<file path="config.mk">
export PLATFORM = sky130hd
export DESIGN_NAME = eightbit_serial_subtractor_2bit
export DESIGN_NICKNAME = d
export VERILOG_FILES = /design/src/rtl/eightbit_serial_subtractor_2bit.sv
export SDC_FILE = /design/constraint.sdc
export NUM_CORES = 1
export LEC_CHECK = 0
export BUFFER_PORTS_ARGS = -buffer_cell sky130_fd_sc_hd__clkbuf_2
export CAP_MARGIN = 20
export CORE_ASPECT_RATIO = 0.6
export CORE_MARGIN = 2
export CORE_UTILIZATION = 38
export DETAILED_ROUTE_END_ITERATION = 8
export GPL_ROUTABILITY_DRIVEN = 0
export SETUP_SLACK_MARGIN = 0.05
export SYNTH_ARGS = -nofsm -noshare
export SYNTH_HDL_FRONTEND = slang
export SYNTH_SLANG_ARGS = --single-unit
</file>
<file path="constraint.sdc">
create_clock -name clk -period 2.7 [get_ports clk]
set_clock_uncertainty 0.1 [all_clocks]
set_input_delay 0 -clock clk [delete_from_list [all_inputs] [get_ports clk]]
set_output_delay 0 -clock clk [all_outputs]
set_load 0.1 [all_outputs]
</file>
<file path="src/rtl/eightbit_serial_subtractor_2bit.sv">
// Serial subtractor: one 2-bit slice per clock, with valid/ready handshakes on the operand and result sides.
// Build option: define APPROX_LSB_SLICE_EN to compute slice 0 as a borrow-free XOR approximation.
module eightbit_serial_subtractor_2bit #(
   parameter int WIDTH = 8
) (
   input  logic             clk,
   input  logic             rst_n,
   input  logic             in_valid,
   output logic             in_ready,
   input  logic [WIDTH-1:0] in0,
   input  logic [WIDTH-1:0] in1,
   output logic             out_valid,
   input  logic             out_ready,
   output logic [WIDTH-1:0] out,
   output logic             bout
);
   localparam int IDX_W = (WIDTH > 2) ? $clog2(WIDTH / 2) : 1;
   localparam logic [IDX_W-1:0] LAST_IDX = IDX_W'(WIDTH / 2 - 1);

   typedef enum logic [1:0] {
      IDLE = 2'd0,
      RUN  = 2'd1,
      DONE = 2'd2
   } state_t;

   state_t           state_r;
   state_t           state_nxt_s;
   logic [WIDTH-1:0] a_r;
   logic [WIDTH-1:0] b_r;
   logic [WIDTH-1:0] out_r;
   logic             bout_r;
   logic             borrow_r;
   logic [IDX_W-1:0] idx_r;
   logic [1:0]       d_s;
   logic             b_s;
   logic             in_ready_s;
   logic             out_valid_s;

   // {borrow, diff} of one slice: a - b - bin in 3-bit two's complement.
   function automatic logic [2:0] slice_sub(input logic [1:0] a, input logic [1:0] b, input logic bin);
      slice_sub = {1'b0, a} - {1'b0, b} - {2'b00, bin};
   endfunction

   // State register
   always_ff @(posedge clk or negedge rst_n) begin
      if (!rst_n) begin
         state_r <= IDLE;
      end else begin
         state_r <= state_nxt_s;
      end
   end

   // Next-state logic
   always_comb begin
      state_nxt_s = state_r;
      case (state_r)
         IDLE: begin
            if (in_valid) state_nxt_s = RUN;
            else          state_nxt_s = IDLE;
         end
         RUN: begin
            if (idx_r == LAST_IDX) state_nxt_s = DONE;
            else                   state_nxt_s = RUN;
         end
         DONE: begin
            if (out_ready) state_nxt_s = IDLE;
            else           state_nxt_s = DONE;
         end
         default: state_nxt_s = IDLE;
      endcase
   end

   // Output decode
   always_comb begin
      in_ready_s  = 1'b0;
      out_valid_s = 1'b0;
      case (state_r)
         IDLE:    in_ready_s  = 1'b1;
         RUN:     in_ready_s  = 1'b0;
         DONE:    out_valid_s = 1'b1;
         default: in_ready_s  = 1'b0;
      endcase
   end

   // Current slice: operands are shifted right so the active slice always sits in bits [1:0]
   always_comb begin
      {b_s, d_s} = slice_sub(a_r[1:0], b_r[1:0], borrow_r);
`ifdef APPROX_LSB_SLICE_EN
      if (idx_r == {IDX_W{1'b0}}) begin
         d_s = a_r[1:0] ^ b_r[1:0];
         b_s = 1'b0;
      end else begin
         {b_s, d_s} = slice_sub(a_r[1:0], b_r[1:0], borrow_r);
      end
`endif
   end

   // Datapath: operand capture, slice shifting and result assembly from the MSB end
   always_ff @(posedge clk or negedge rst_n) begin
      if (!rst_n) begin
         a_r      <= {WIDTH{1'b0}};
         b_r      <= {WIDTH{1'b0}};
         out_r    <= {WIDTH{1'b0}};
         bout_r   <= 1'b0;
         borrow_r <= 1'b0;
         idx_r    <= {IDX_W{1'b0}};
      end else begin
         case (state_r)
            IDLE: begin
               if (in_valid) begin
                  a_r      <= in0;
                  b_r      <= in1;
                  out_r    <= {WIDTH{1'b0}};
                  bout_r   <= 1'b0;
                  borrow_r <= 1'b0;
                  idx_r    <= {IDX_W{1'b0}};
               end
            end
            RUN: begin
               a_r      <= a_r >> 2;
               b_r      <= b_r >> 2;
               out_r    <= WIDTH'({d_s, out_r} >> 2);
               borrow_r <= b_s;
               bout_r   <= b_s;
               idx_r    <= idx_r + IDX_W'(1);
            end
            DONE: begin
               out_r <= out_r;
            end
            default: begin
               out_r <= out_r;
            end
         endcase
      end
   end

   assign in_ready  = in_ready_s;
   assign out_valid = out_valid_s;
   assign out       = out_r;
   assign bout      = bout_r;

endmodule

</file>
[After elaboration in Yosys (flattened, before gate mapping)]
Index checks and enable logic that the tools add are counted.
Word-level totals
  register bits after elaboration: 29
  latch bits: 0
  RAM bits: 0
  ROM bits: 0
  input bits: 20
  output and inout port bits: 11
  word-level logic and storage cells: 32
  memories kept: 0
Operators by class
  add/sub/neg operators: 3
  multiply operators: 0
  divide/modulo/power cells: 0
  order comparisons: 0
  equal/unequal tests: 4
  shift-type cells: 0
  mux-type cells: 16
  bitwise logic cells: 0
  reductions and logical operators: 3
Operator list (count)
  8-bit one-hot mux with 2 select lines: 3
  8-bit 2-to-1 mux: 3
  2-bit 2-to-1 mux: 3
  2-bit one-hot mux with 3 select lines: 1
  2-bit == test, second input constant: 2
  1-bit 2-to-1 mux: 4
  2-bit one-hot mux with 2 select lines: 1
  2-bit by 2-bit subtractor with 3-bit output: 1
  3-bit by 1-bit subtractor with 3-bit output: 1
  2-bit by 1-bit adder with 2-bit output, second input constant: 1
  2-bit by 1-bit == test with 1-bit output, second input constant: 1
  2-bit zero test: 1
  2-bit != test, second input constant: 1
  1-bit one-hot mux with 2 select lines: 1
  2-bit AND reduction: 1
  2-bit nonzero test: 1

[Depth between registers and ports, before layout]
  word-level depth: 3
  gate-level depth with buffers: 7
  gate-level depth less buffers: 7

[Worst setup path before layout]
Ideal clock, no wire load.
  kind: register -> register
  start: register borrow_r
  end: register out_r[7], in the netlist out[7]
  setup time: 0.123 ns
  arrival time: 2.761 ns
  data required time: 2.477 ns
  slack: -0.284 ns
  cell stages (with the launch flop): 8
  buffers on the path: 0
  clock period less this slack: 2.984 ns
  cells stage by stage: dfrtp_1 inv_1 fa_1 inv_1 ha_1 or2_2 fa_1 a22o_1
On the way
  longest elaborated chain between the ends: 2
RTL lines
  from (decl): line 32  | logic borrow_r;
  from (signal assigned): line 123  | borrow_r <= b_s;
  3-bit by 1-bit subtractor with 3-bit output: line 41  | slice_sub = {1'b0, a} - {1'b0, b} - {2'b00, bin};
  8-bit one-hot mux with 2 select lines: line 108  | case (state_r)
  to (signal assigned): line 103  | out_r <= {WIDTH{1'b0}};
  to (signal assigned): line 113  | out_r <= {WIDTH{1'b0}};
  to (signal assigned): line 122  | out_r <= WIDTH'({d_s, out_r} >> 2);
  to (decl): line 30  | logic [WIDTH-1:0] out_r;
No other way between the ends.
A chain may end at the register's enable or synchronous reset.

[Final worst setup path]
Ends and elaborated chain as after synthesis.

==> impl_metrics.env <==
export IMPL_start_util_pct=41.1
export IMPL_outcome="finished clean"
export IMPL_max_freq_mhz=414
export IMPL_rrSetupSlack_ns=0.28
export IMPL_numClockSinks=29
export IMPL_htreeDepth=2
export IMPL_grt_max_degree=30
export IMPL_grt_overflow=0
export IMPL_area_delta_synth_final_pct=29.6
export IMPL_dp_hpwl_um=2210
export IMPL_crit_path_start="borrow_r$_DFFE_PN0P_"
export IMPL_crit_path_end_kind="flop"
export IMPL_cts_buffers=5
export IMPL_first_pass_iters=4
export IMPL_path_class="reg -> reg"
export IMPL_postCtsResizedCells=0
export IMPL_startpoint_type="flop"
export IMPL_cts_max_path_buffers=2
export IMPL_yosysTopAreaCellShare_pct=52.3
export IMPL_rsz0062_at_grt="false"
export IMPL_num_fill_cells=302
export IMPL_via_per_inst=5.30
export IMPL_reg2reg_to="out[7]$_DFFE_PN0P_"
export IMPL_synth_seq_cells=29
export IMPL_grt_antenna_before_repair=0
export IMPL_maxCapViolations=0
export IMPL_cp_arrival_ns=2.48
export IMPL_cts_setup_buffers=0
export IMPL_finalHoldViolations=0
export IMPL_clk_pin_slew_worst_paths_ns=0.06
export IMPL_die_area_um2=4170
export IMPL_finalNonFillerCells=221
export IMPL_clockRootBuffer="clkbuf_8"
export IMPL_drive_above_1_share_pct=23.3
export IMPL_cp_required_ns=2.76
export IMPL_place_area_um2=1530
export IMPL_wl_um=3300
export IMPL_row_count=16
export IMPL_ys_top_cells_by_area="dfrtp_1 52%, o32ai_1 6.3%, o22ai_1 5.4%"
export IMPL_synthDistinctLibCells=24
export IMPL_finalCritPeriodShare_pct=89.5
export IMPL_grt_usage_pct=18.2
export IMPL_synth_top_flop_cell="dfrtp_1"
export IMPL_drt_initial_drc_count=29
export IMPL_grt_pass1_vias=1117
export IMPL_netlist_instances=128
export IMPL_reg2reg_depth=7
export IMPL_fin_crit_ns=2.42
export IMPL_synth_largest_area_cell="dfrtp_1"
export IMPL_nNetsFinal=200
export IMPL_worstSkewPairLatency_ns=0.28
export IMPL_syn_nets=153
export IMPL_boundaryPins=31
export IMPL_drc=0
export IMPL_crit_fanout=3
export IMPL_reg2reg_from="borrow_r$_DFFE_PN0P_"
export IMPL_synth_edf_count=0
export IMPL_finalInstanceArea_um2=1800
export IMPL_max_slew_margin_pct=45.0
export IMPL_antenna_cells=0
export IMPL_drv_slew=0
export IMPL_synthTopCellsByCount="29 x dfrtp_1, 15 x nor2_1, 12 x o22ai_1"
export IMPL_yosysSeqAreaShare_pct=52.3
export IMPL_setup_viol=0
export IMPL_yosysMostFrequentCell="dfrtp_1"
export IMPL_wl_per_cell_um=14.9
export IMPL_syn_cell_area_um2=1390
export IMPL_hold_path_class="in -> async"
export IMPL_synth_area_per_cell_um2=10.9
export IMPL_tns_ns=0
export IMPL_worst_slew_pin_slew_ns=0.823
export IMPL_io_buffer_count=30
export IMPL_dp_cells=194
export IMPL_fp_dieW_um=82.0
export IMPL_ys_async_sr_fraction_pct=100
export IMPL_fin_util_pct=53.2
export IMPL_detail_route_antenna_nets=0
export IMPL_die_h_um=50.8
export IMPL_cts_tree="yes"
export IMPL_core_um2=3380
export IMPL_ys_warn_count=0
export IMPL_vias=1171
export IMPL_grt_pass1_wl_um=5460
==> worst max path at each step <==
| stage | end | slack, ns | cells after the start |
|---|---|---|---|
| 6_report | out[7]$_DFFE_PN0P_ | 0.28 | 7 |
| 5_1_grt | out[7]$_DFFE_PN0P_ | 0.22 | 7 |
| 4_1_cts | out[7]$_DFFE_PN0P_ | 0.28 | 7 |
| 3_5_place_dp | out[7]$_DFFE_PN0P_ | 0.29 | 7 |
| 3_3_place_gp | out[7]$_DFFE_PN0P_ | 0.35 | 7 |
| 2_1_floorplan | out[7]$_DFFE_PN0P_ | 0.10 | 7 |
==> what timing repair did <==
action	4_1_cts	5_1_grt
hold endpoints to repair	47	0
endpoints found under the setup margin	0	0
hold buffers	19	0
==> area by class of cell <==
class	count	area [µm²]	area share, %
timing repair buffer	50	348	19.3
sequential	29	729	40.5
tap	45	56.3	3.13
inverter	6	22.5	1.25
multi-input combinational	83	564	31.3
clock buffer	8	80.1	4.45
==> state kept, by name (all words and copies together), names as in the netlist <==
name      cells
borrow_r      1
idx_r         2
b_r           8
out           8
state_r       2
a_r           8
==> kinds of logic (layout without fill, tap and decap cells) <==
| logic type | after synthesis | count (layout) | synth area share [%] |
|---|---|---|---|
| AOI/OAI and AO/OA | 44 | 44 | 23.0 |
| and+or+nand+nor | 32 | 32 | 10.7 |
| DFF | 29 | 29 | 52.3 |
| buffers and inverters | 16 | 64 | 7.12 |
| adders and majority gates | 5 | 5 | 5.59 |
| xor gates and xnor gates | 1 | 1 | 0.631 |
| muxes | 1 | 1 | 0.721 |
==> per-layer routing <==
layer  part of all wire [%]  track usage, %  wire length (µm)
met1                     51            25.3              1690
met4                   0.88            7.50                29
met2                     43            26.3              1420
met3                    4.8            5.83               157
met5                      0               0                 0
==> layout by cell type, fill, tap and decap left out, drive strengths merged <==
cell         count
nor2b            2
nand2            8
nand2b           2
o21ai           11
dlygate4sd3     19
or2              2
clkbuf          38
o32ai           11
o22ai           12
dfrtp           29
inv              6
ha               3
o21bai           1
buf              1
o31ai            1
xnor2            1
mux2i            1
nor2            15
a22o             8
nor3             3
fa               2
==> stage by stage <==
stage	hold WS [ns]	worst slack [ns]
floorplan	-0.396	0.105
CTS	0.239	0.275
detailed placement	-0.0115	0.288
global placement	-0.0112	0.351
global route	0.277	0.221
finish	0.214	0.284
==> worst max-delay path, stage by stage (launching register included) <==
cell and delay, ns:
dfrtp_4 0.41, inv_1 0.06, fa_1 0.56, inv_1 0.05
ha_1 0.16, or2_2 0.30, fa_1 0.45, a22o_1 0.22
Power is left out: the tool's default activity adds up to more than one toggle a clock period on the data nets, which glitch-free logic cannot reach.
